**config.mk**
```make
export PLATFORM = sky130hd
export DESIGN_NAME = spi_slave_handler
export DESIGN_NICKNAME = d
export VERILOG_FILES = /design/src/rtl/spi_slave_handler.sv
export SDC_FILE = /design/constraint.sdc
export NUM_CORES = 1
export LEC_CHECK = 0
export CORE_MARGIN = 10
export CORE_UTILIZATION = 57
export CTS_CLUSTER_SIZE = 14
export DETAILED_ROUTE_END_ITERATION = 8
export DONT_BUFFER_PORTS = 1
export GPL_TIMING_DRIVEN = 1
export MAX_ROUTING_LAYER = met4
export PLACE_DENSITY = 0.75
export SYNTH_ARGS = -nofsm -noshare
export SYNTH_HDL_FRONTEND = slang
export SYNTH_SLANG_ARGS = --single-unit
```
**constraint.sdc**
```tcl
create_clock -name clk -period 2.7 [get_ports clk]
set_input_delay 0 -clock clk [delete_from_list [all_inputs] [get_ports clk]]
set_output_delay 0 -clock clk [all_outputs]
set_load 0.005 [all_outputs]
```
**src/rtl/spi_slave_handler.sv**
```systemverilog
// SPI mode-0 slave endpoint: host-loaded TX response buffer shifted out on MISO,
// received bytes queued in an RX FIFO and offered on the upload interface.
module spi_slave_handler #(
    parameter logic [7:0] CMD_SPI_SLAVE_TX = 8'h14,
    parameter logic [7:0] UPLOAD_SOURCE    = 8'h14,
    parameter int         TX_DEPTH         = 16,
    parameter int         RX_DEPTH         = 16
) (
    input  logic        clk,
    input  logic        rst_n,
    input  logic [7:0]  cmd_type,
    input  logic [15:0] cmd_length,
    input  logic [7:0]  cmd_data,
    input  logic [15:0] cmd_data_index,
    input  logic        cmd_start,
    input  logic        cmd_data_valid,
    input  logic        cmd_done,
    output logic        cmd_ready,
    input  logic        spi_clk,
    input  logic        spi_cs_n,
    input  logic        spi_mosi,
    output logic        spi_miso,
    output logic        upload_req,
    output logic [7:0]  upload_data,
    output logic [7:0]  upload_source,
    output logic        upload_valid,
    input  logic        upload_ready,
    output logic        rx_overflow
);
    localparam int TX_AW = $clog2(TX_DEPTH);
    localparam int RX_AW = $clog2(RX_DEPTH);
    localparam logic [15:0]    TX_DEPTH16 = 16'(TX_DEPTH);
    localparam logic [TX_AW:0] TX_FULL    = (TX_AW + 1)'(TX_DEPTH);

    typedef enum logic { C_IDLE, C_LOAD }   cmd_state_t;
    typedef enum logic { S_IDLE, S_ACTIVE } spi_state_t;

    // Bit [1] of each synchroniser is the usable, metastability-filtered value.
    logic [1:0] sclk_sync, cs_sync, mosi_sync;
    logic       sclk_prev, cs_prev;
    logic       sclk_rise, sclk_fall, cs_fall, cs_rise;

    always_ff @(posedge clk) begin
        if (!rst_n) begin
            sclk_sync <= 2'b00;
            cs_sync   <= 2'b11;
            mosi_sync <= 2'b00;
            sclk_prev <= 1'b0;
            cs_prev   <= 1'b1;
        end else begin
            sclk_sync <= {sclk_sync[0], spi_clk};
            cs_sync   <= {cs_sync[0], spi_cs_n};
            mosi_sync <= {mosi_sync[0], spi_mosi};
            sclk_prev <= sclk_sync[1];
            cs_prev   <= cs_sync[1];
        end
    end

    assign sclk_rise = sclk_sync[1] & ~sclk_prev;
    assign sclk_fall = ~sclk_sync[1] & sclk_prev;
    assign cs_fall   = ~cs_sync[1] & cs_prev;
    assign cs_rise   = cs_sync[1] & ~cs_prev;

    cmd_state_t     c_state, c_next;
    logic           cmd_accept;
    logic [TX_AW:0] tx_len;
    logic [7:0]     tx_buf [TX_DEPTH];

    always_comb begin
        c_next     = c_state;
        cmd_ready  = 1'b0;
        cmd_accept = 1'b0;
        case (c_state)
            C_IDLE: begin
                cmd_ready = cs_sync[1];
                if (cmd_start && cmd_type == CMD_SPI_SLAVE_TX && cs_sync[1]) begin
                    cmd_accept = 1'b1;
                    c_next     = C_LOAD;
                end
            end
            C_LOAD:  if (cmd_done) c_next = C_IDLE;
            default: c_next = C_IDLE;
        endcase
    end

    always_ff @(posedge clk) begin
        if (!rst_n) begin
            c_state <= C_IDLE;
            tx_len  <= '0;
        end else begin
            c_state <= c_next;
            if (cmd_accept)
                tx_len <= (cmd_length > TX_DEPTH16) ? TX_FULL : cmd_length[TX_AW:0];
        end
    end

    // Buffer contents are only meaningful below tx_len, so no reset is needed.
    always_ff @(posedge clk) begin
        if (rst_n && c_state == C_LOAD && cmd_data_valid && cmd_data_index < TX_DEPTH16)
            tx_buf[cmd_data_index[TX_AW-1:0]] <= cmd_data;
    end

    spi_state_t s_state, s_next;
    logic [2:0] bit_cnt;
    logic [7:0] byte_idx, rx_shift, tx_shift, ld_idx, tx_load, rx_byte;
    logic       rx_push;

    always_comb begin
        s_next = s_state;
        case (s_state)
            S_IDLE:   if (cs_fall) s_next = S_ACTIVE;
            S_ACTIVE: if (cs_rise) s_next = S_IDLE;
            default:  s_next = S_IDLE;
        endcase
    end

    // Frame start always fetches entry 0; later fetches follow byte_idx.
    assign ld_idx   = (s_state == S_IDLE) ? 8'd0 : byte_idx;
    assign tx_load  = ({8'd0, ld_idx} < 16'(tx_len)) ? tx_buf[ld_idx[TX_AW-1:0]] : 8'hFF;
    assign rx_byte  = {rx_shift[6:0], mosi_sync[1]};
    assign rx_push  = (s_state == S_ACTIVE) && !cs_rise && sclk_rise && (bit_cnt == 3'd7);
    assign spi_miso = (s_state == S_ACTIVE) ? tx_shift[7] : 1'b1;

    always_ff @(posedge clk) begin
        if (!rst_n) begin
            s_state  <= S_IDLE;
            bit_cnt  <= '0;
            byte_idx <= '0;
            rx_shift <= '0;
            tx_shift <= 8'hFF;
        end else begin
            s_state <= s_next;
            if (s_state == S_IDLE) begin
                if (cs_fall) begin
                    bit_cnt  <= '0;
                    byte_idx <= '0;
                    tx_shift <= tx_load;
                end
            end else if (!cs_rise) begin
                if (sclk_rise) begin
                    rx_shift <= rx_byte;
                    bit_cnt  <= bit_cnt + 3'd1;
                    if (bit_cnt == 3'd7 && byte_idx != 8'hFF)
                        byte_idx <= byte_idx + 8'd1;
                end else if (sclk_fall) begin
                    if (bit_cnt == 3'd0)
                        tx_shift <= tx_load;
                    else
                        tx_shift <= {tx_shift[6:0], 1'b0};
                end
            end
        end
    end

    logic [7:0]     rx_mem [RX_DEPTH];
    logic [RX_AW:0] wr_ptr, rd_ptr;
    logic           fifo_empty, fifo_full, pop;

    assign fifo_empty    = (wr_ptr == rd_ptr);
    assign fifo_full     = (wr_ptr[RX_AW] != rd_ptr[RX_AW]) &&
                           (wr_ptr[RX_AW-1:0] == rd_ptr[RX_AW-1:0]);
    assign upload_req    = !fifo_empty;
    assign pop           = upload_req && upload_ready;
    assign upload_source = UPLOAD_SOURCE;

    always_ff @(posedge clk) begin
        if (rst_n && rx_push && !fifo_full)
            rx_mem[wr_ptr[RX_AW-1:0]] <= rx_byte;
    end

    always_ff @(posedge clk) begin
        if (!rst_n) begin
            wr_ptr       <= '0;
            rd_ptr       <= '0;
            upload_valid <= 1'b0;
            upload_data  <= '0;
            rx_overflow  <= 1'b0;
        end else begin
            upload_valid <= pop;
            if (pop) begin
                upload_data <= rx_mem[rd_ptr[RX_AW-1:0]];
                rd_ptr      <= rd_ptr + 1'b1;
            end
            if (cmd_accept)
                rx_overflow <= 1'b0;
            if (rx_push) begin
                if (fifo_full)
                    rx_overflow <= 1'b1;
                else
                    wr_ptr <= wr_ptr + 1'b1;
            end
        end
    end
endmodule
```
==> results.json <==
{
  "run_status": "finished, violations left",
  "violations": "hold timing",
  "total_switching_power_mw": 1.86,
  "fmax_mhz": 391,
  "vdd.ir_drop.worst_v": 0.000828,
  "cts_buf_count": 31,
  "detail_route.iter0.violations": 506,
  "layoutNonFillerInstCount": 1238,
  "worst-endpoint-required_ns": 3.20,
  "timing_hold_violations_final": 3,
  "chipHeight_um": 172,
  "yosysWarnings": 0,
  "grt_first_pass_wirelength_um": 44100,
  "timing.final.crit_share_pct": 94.8,
  "drt-total-wl_um": 28300,
  "syn_area_per_cell_um2": 15.1,
  "wl_met1_um": 11100,
  "synth-edff-count": 256,
  "area_overhead_of_the_layout_relative_to_synthesis_pct": 14.1,
  "yosys-top-cells-area": "edfxtp_1 (59%), dfxtp_1 (9.3%), mux4_2 (6.5%), mux2_2 (3.1%), nand2_1 (2.0%)",
  "wire_per_inst_um": 22.9,
  "grt_start_max_net_pins": 61,
  "total_power_mw": 9.83,
  "synthAdderAreaFrac_pct": 1.24,
  "worstPathMaxFanout": 6,
  "route.antenna.remaining_nets": 0,
  "crit_chain": "nor2b_2 -> and3b_1 -> and4_2 -> nand3_1 -> dlygate4sd3_1 -> a21boi_0 -> dlygate4sd3_1",
  "yosys_register_bits": 317,
  "dominant_combinational_cell_family_by_area_after_synthesis": "multiplexers",
  "route.met3.wl_um": 1620,
  "synth-xor-area-share_pct": 1.05,
  "yosys_most_used_dff": "edfxtp_1",
  "clk_pin_slew_worst_paths_ns": 0.06,
  "die_w_um": 172,
  "dpl.cell_count": 1144,
  "design.die.area_mm2": 0.0295,
  "timing.critical_path.max_delay_family": "buffers and inverters",
  "grt_usage_pct": 20.0,
  "routed-via-count": 7585,
  "synthMuxAreaShare_pct": 10.4,
  "pwr-share-comb_pct": 1.5,
  "timing.hold.ws_ns": -0.0683,
  "antenna_violations_before_repair": 0,
  "floorplan.initialDensity_pct": 58.0,
  "cp_slowest_stage_delay_ns": 0.57,
  "critical_path.most_common_cell": "dlygate4sd3_1",
  "std_cell_rows": 55,
  "post_synth_top_cells": "edfxtp_1 (256), nand2_1 (71), dfxtp_1 (61)",
  "seq_area_frac_synth_pct": 67.9,
  "power_switching_share_pct": 18.9,
  "clockRootBuffer": "clkbuf_16",
  "synth_cell_type_count": 65,
  "setup_viol": 0,
  "worst_skew_pair.late_latency_ns": 0.55,
  "yosysTopAreaCell": "edfxtp_1",
  "total_power_density_per_cell_area_mw_per_mm2": 656,
  "slew_of_the_pin_with_the_lowest_slew_margin_ns": 0.774,
  "crit_slowest_cell": "dlygate4sd3_1",
  "final_net_count": 999,
  "route.met2.wl_um": 14800,
  "timing.setup.tns_ns": 0,
  "yosysTopAreaCellShare_pct": 58.6,
  "period_needed_ns": 2.56,
  "seqPwrFrac_pct": 53.5,
  "clkSinkCount": 317,
  "detailed_place_hpwl_um": 18100,
  "synth_cells": 870,
  "grt_overflow": 0,
  "worst-endpoint-arrival_ns": 3.06,
  "critical_path.startpoint_type": "flip-flop",
  "number_of_primary_i_o_pins": 78,
  "placement.io_buffers": 0,
  "worstHoldPathType": "in2reg",
  "placeable_area_mm2": 0.0226,
  "critPathKind": "reg2reg",
  "post-route-drc-count": 0,
  "detailedRoute.firstPassIterationCount": 5,
  "finClkSkew_ns": 0.0170,
  "yosys.cell_count.top_type": "edfxtp_1",
  "leakagePower_nw": 4.96,
  "headroom_to_the_max_slew_limit_pct": 48.2,
  "yosys.area_share.simple_pct": 9.65,
  "clock_tree_from_tritoncts": "yes",
  "post_synthesis_compound_gate_area_fraction_pct": 7.05,
  "number_of_global_route_vias_before_repair": 7831,
  "cp_num_buf_inv": 2,
  "htreeDepth": 1,
  "drv_cap": 0,
  "clockPowerShare_pct": 45.0,
  "async_flop_share_pct": 0,
  "viasPerCell": 6.13,
  "drive_above_1_share_pct": 19.0,
  "slew_viol_final": 0,
  "power.internal_mw": 7.98,
  "rsz_0062_raised_after_global_routing": "false",
  "gpl.final_weighted_congestion": 0.924,
  "n_fill_cell": 1533,
  "cts_max_path_buffers": 3,
  "worst_setup_path_end_kind": "flip-flop",
  "top_sig_layer": "met4",
  "netlist_area_mm2": 0.0131
}
-- cell usage in the layout (no fill, tap or decap), drive strengths merged, types with 8 or more instances in the layout --
master	netlist	final
dlygate4sd3	0	36
mux2	36	36
buf	37	40
nand2	72	72
o21ai	16	16
and2	23	23
nor2b	14	14
clkbuf	19	36
dfxtp	61	61
o22ai	23	23
conb	2	8
a21boi	21	21
clkinv	0	12
nor2	32	32
inv	16	16
nor3	32	32
nand2b	11	11
mux2i	10	10
a211oi	10	10
nor4	10	10
a21oi	10	10
edfxtp	256	256
nand3	12	12
o211ai	8	8
ha	13	13
mux4	38	38
xor2	8	8
a22o	17	17
-- cells by family after synthesis --
logic type | count (synthesis)
AO/OA/AOI/OAI | 128
adder cells (fa/ha/maj) | 13
multiplexers | 84
other | 2
XOR/XNOR | 14
buffers and inverters | 72
AND/OR/NAND/NOR | 240
flip-flops | 317
-- final cells by class --
class	count	area, µm²	area share, %
tap	285	357	2.38
inverter	16	60.1	0.401
clock inverter	20	255	1.70
timing repair buffer	76	706	4.71
sequential	317	8910	59.5
clock buffer	36	795	5.30
multi-input combinational	487	3890	26.0
antenna	1	2.50	0.0167
-- registers in the layout, indices dropped and copies added (netlist names) --
signal	cells
s_state	1
tx_shift	8
wr_ptr	5
upload_data	8
upload_valid	1
sclk_prev	1
rx_shift	7
mosi_sync	2
byte_idx	8
cs_prev	1
c_state	1
sclk_sync	2
tx_len	5
bit_cnt	3
rx_mem	128
tx_buf	128
rx_overflow	1
rd_ptr	5
cs_sync	2
-- final timing paths --
| kind | from | end | slack (ns) | cells after the start |
|---|---|---|---|---|
| max | cs_sync[1]$_SDFF_PN1_ | tx_len[0]$_SDFFE_PN0P_ | 0.14 | 7 |
| min | cmd_type[3] | c_state$_SDFF_PN0_ | -0.07 | 3 |
| max reg2reg | cs_sync[1]$_SDFF_PN1_ | tx_len[0]$_SDFFE_PN0P_ | 0.14 | 7 |
| min reg2reg | sclk_sync[0]$_SDFF_PN0_ | sclk_sync[1]$_SDFF_PN0_ | 0.44 | 1 |
-- metal layers --
metal,track usage (%),vias to the layer above
li1,-,3455
met2,34.6,270
met5,-,-
met4,6.22,0
met3,3.42,60
met1,23.3,3800
-- tightest hold or removal path: stages --
cell and delay [ns]:
nor2_1 0.03, nand4_1 0.27, a21boi_0 0.14
-- power groups by stage --
stage / combinational (mW) / clock (mW) / sequential, mW
finish: 0.147 / 4.42 / 5.27
global route: 0.160 / 4.68 / 5.26
CTS: 0.145 / 4.47 / 5.26
detailed placement: 0.0589 / 0 / 5.37
global placement: 0.0575 / 0 / 5.37
floorplan: 0.0691 / 0 / 5.36
-- per-stage QoR --
step	utilization [%]	setup slack (ns)	hold slack [ns]	area [µm²]
floorplan	-	0.0684	0.0989	13100
global placement	59.8	0.376	0.0848	13500
detailed placement	59.8	0.303	0.0852	13500
CTS	66.2	0.0195	0.0185	15000
global route	66.2	0.000977	0.0533	15000
finish	66.2	0.142	-0.0683	15000
-- timing repair --
item | CTS | global route
endpoints found under the setup margin | 0 | 3
setup buffers | 0 | 0
hold endpoints to repair | 388 | 0
resized for setup | 0 | 3
hold buffers | 38 | 0
Note: power is estimated with default switching activity, not from simulation.
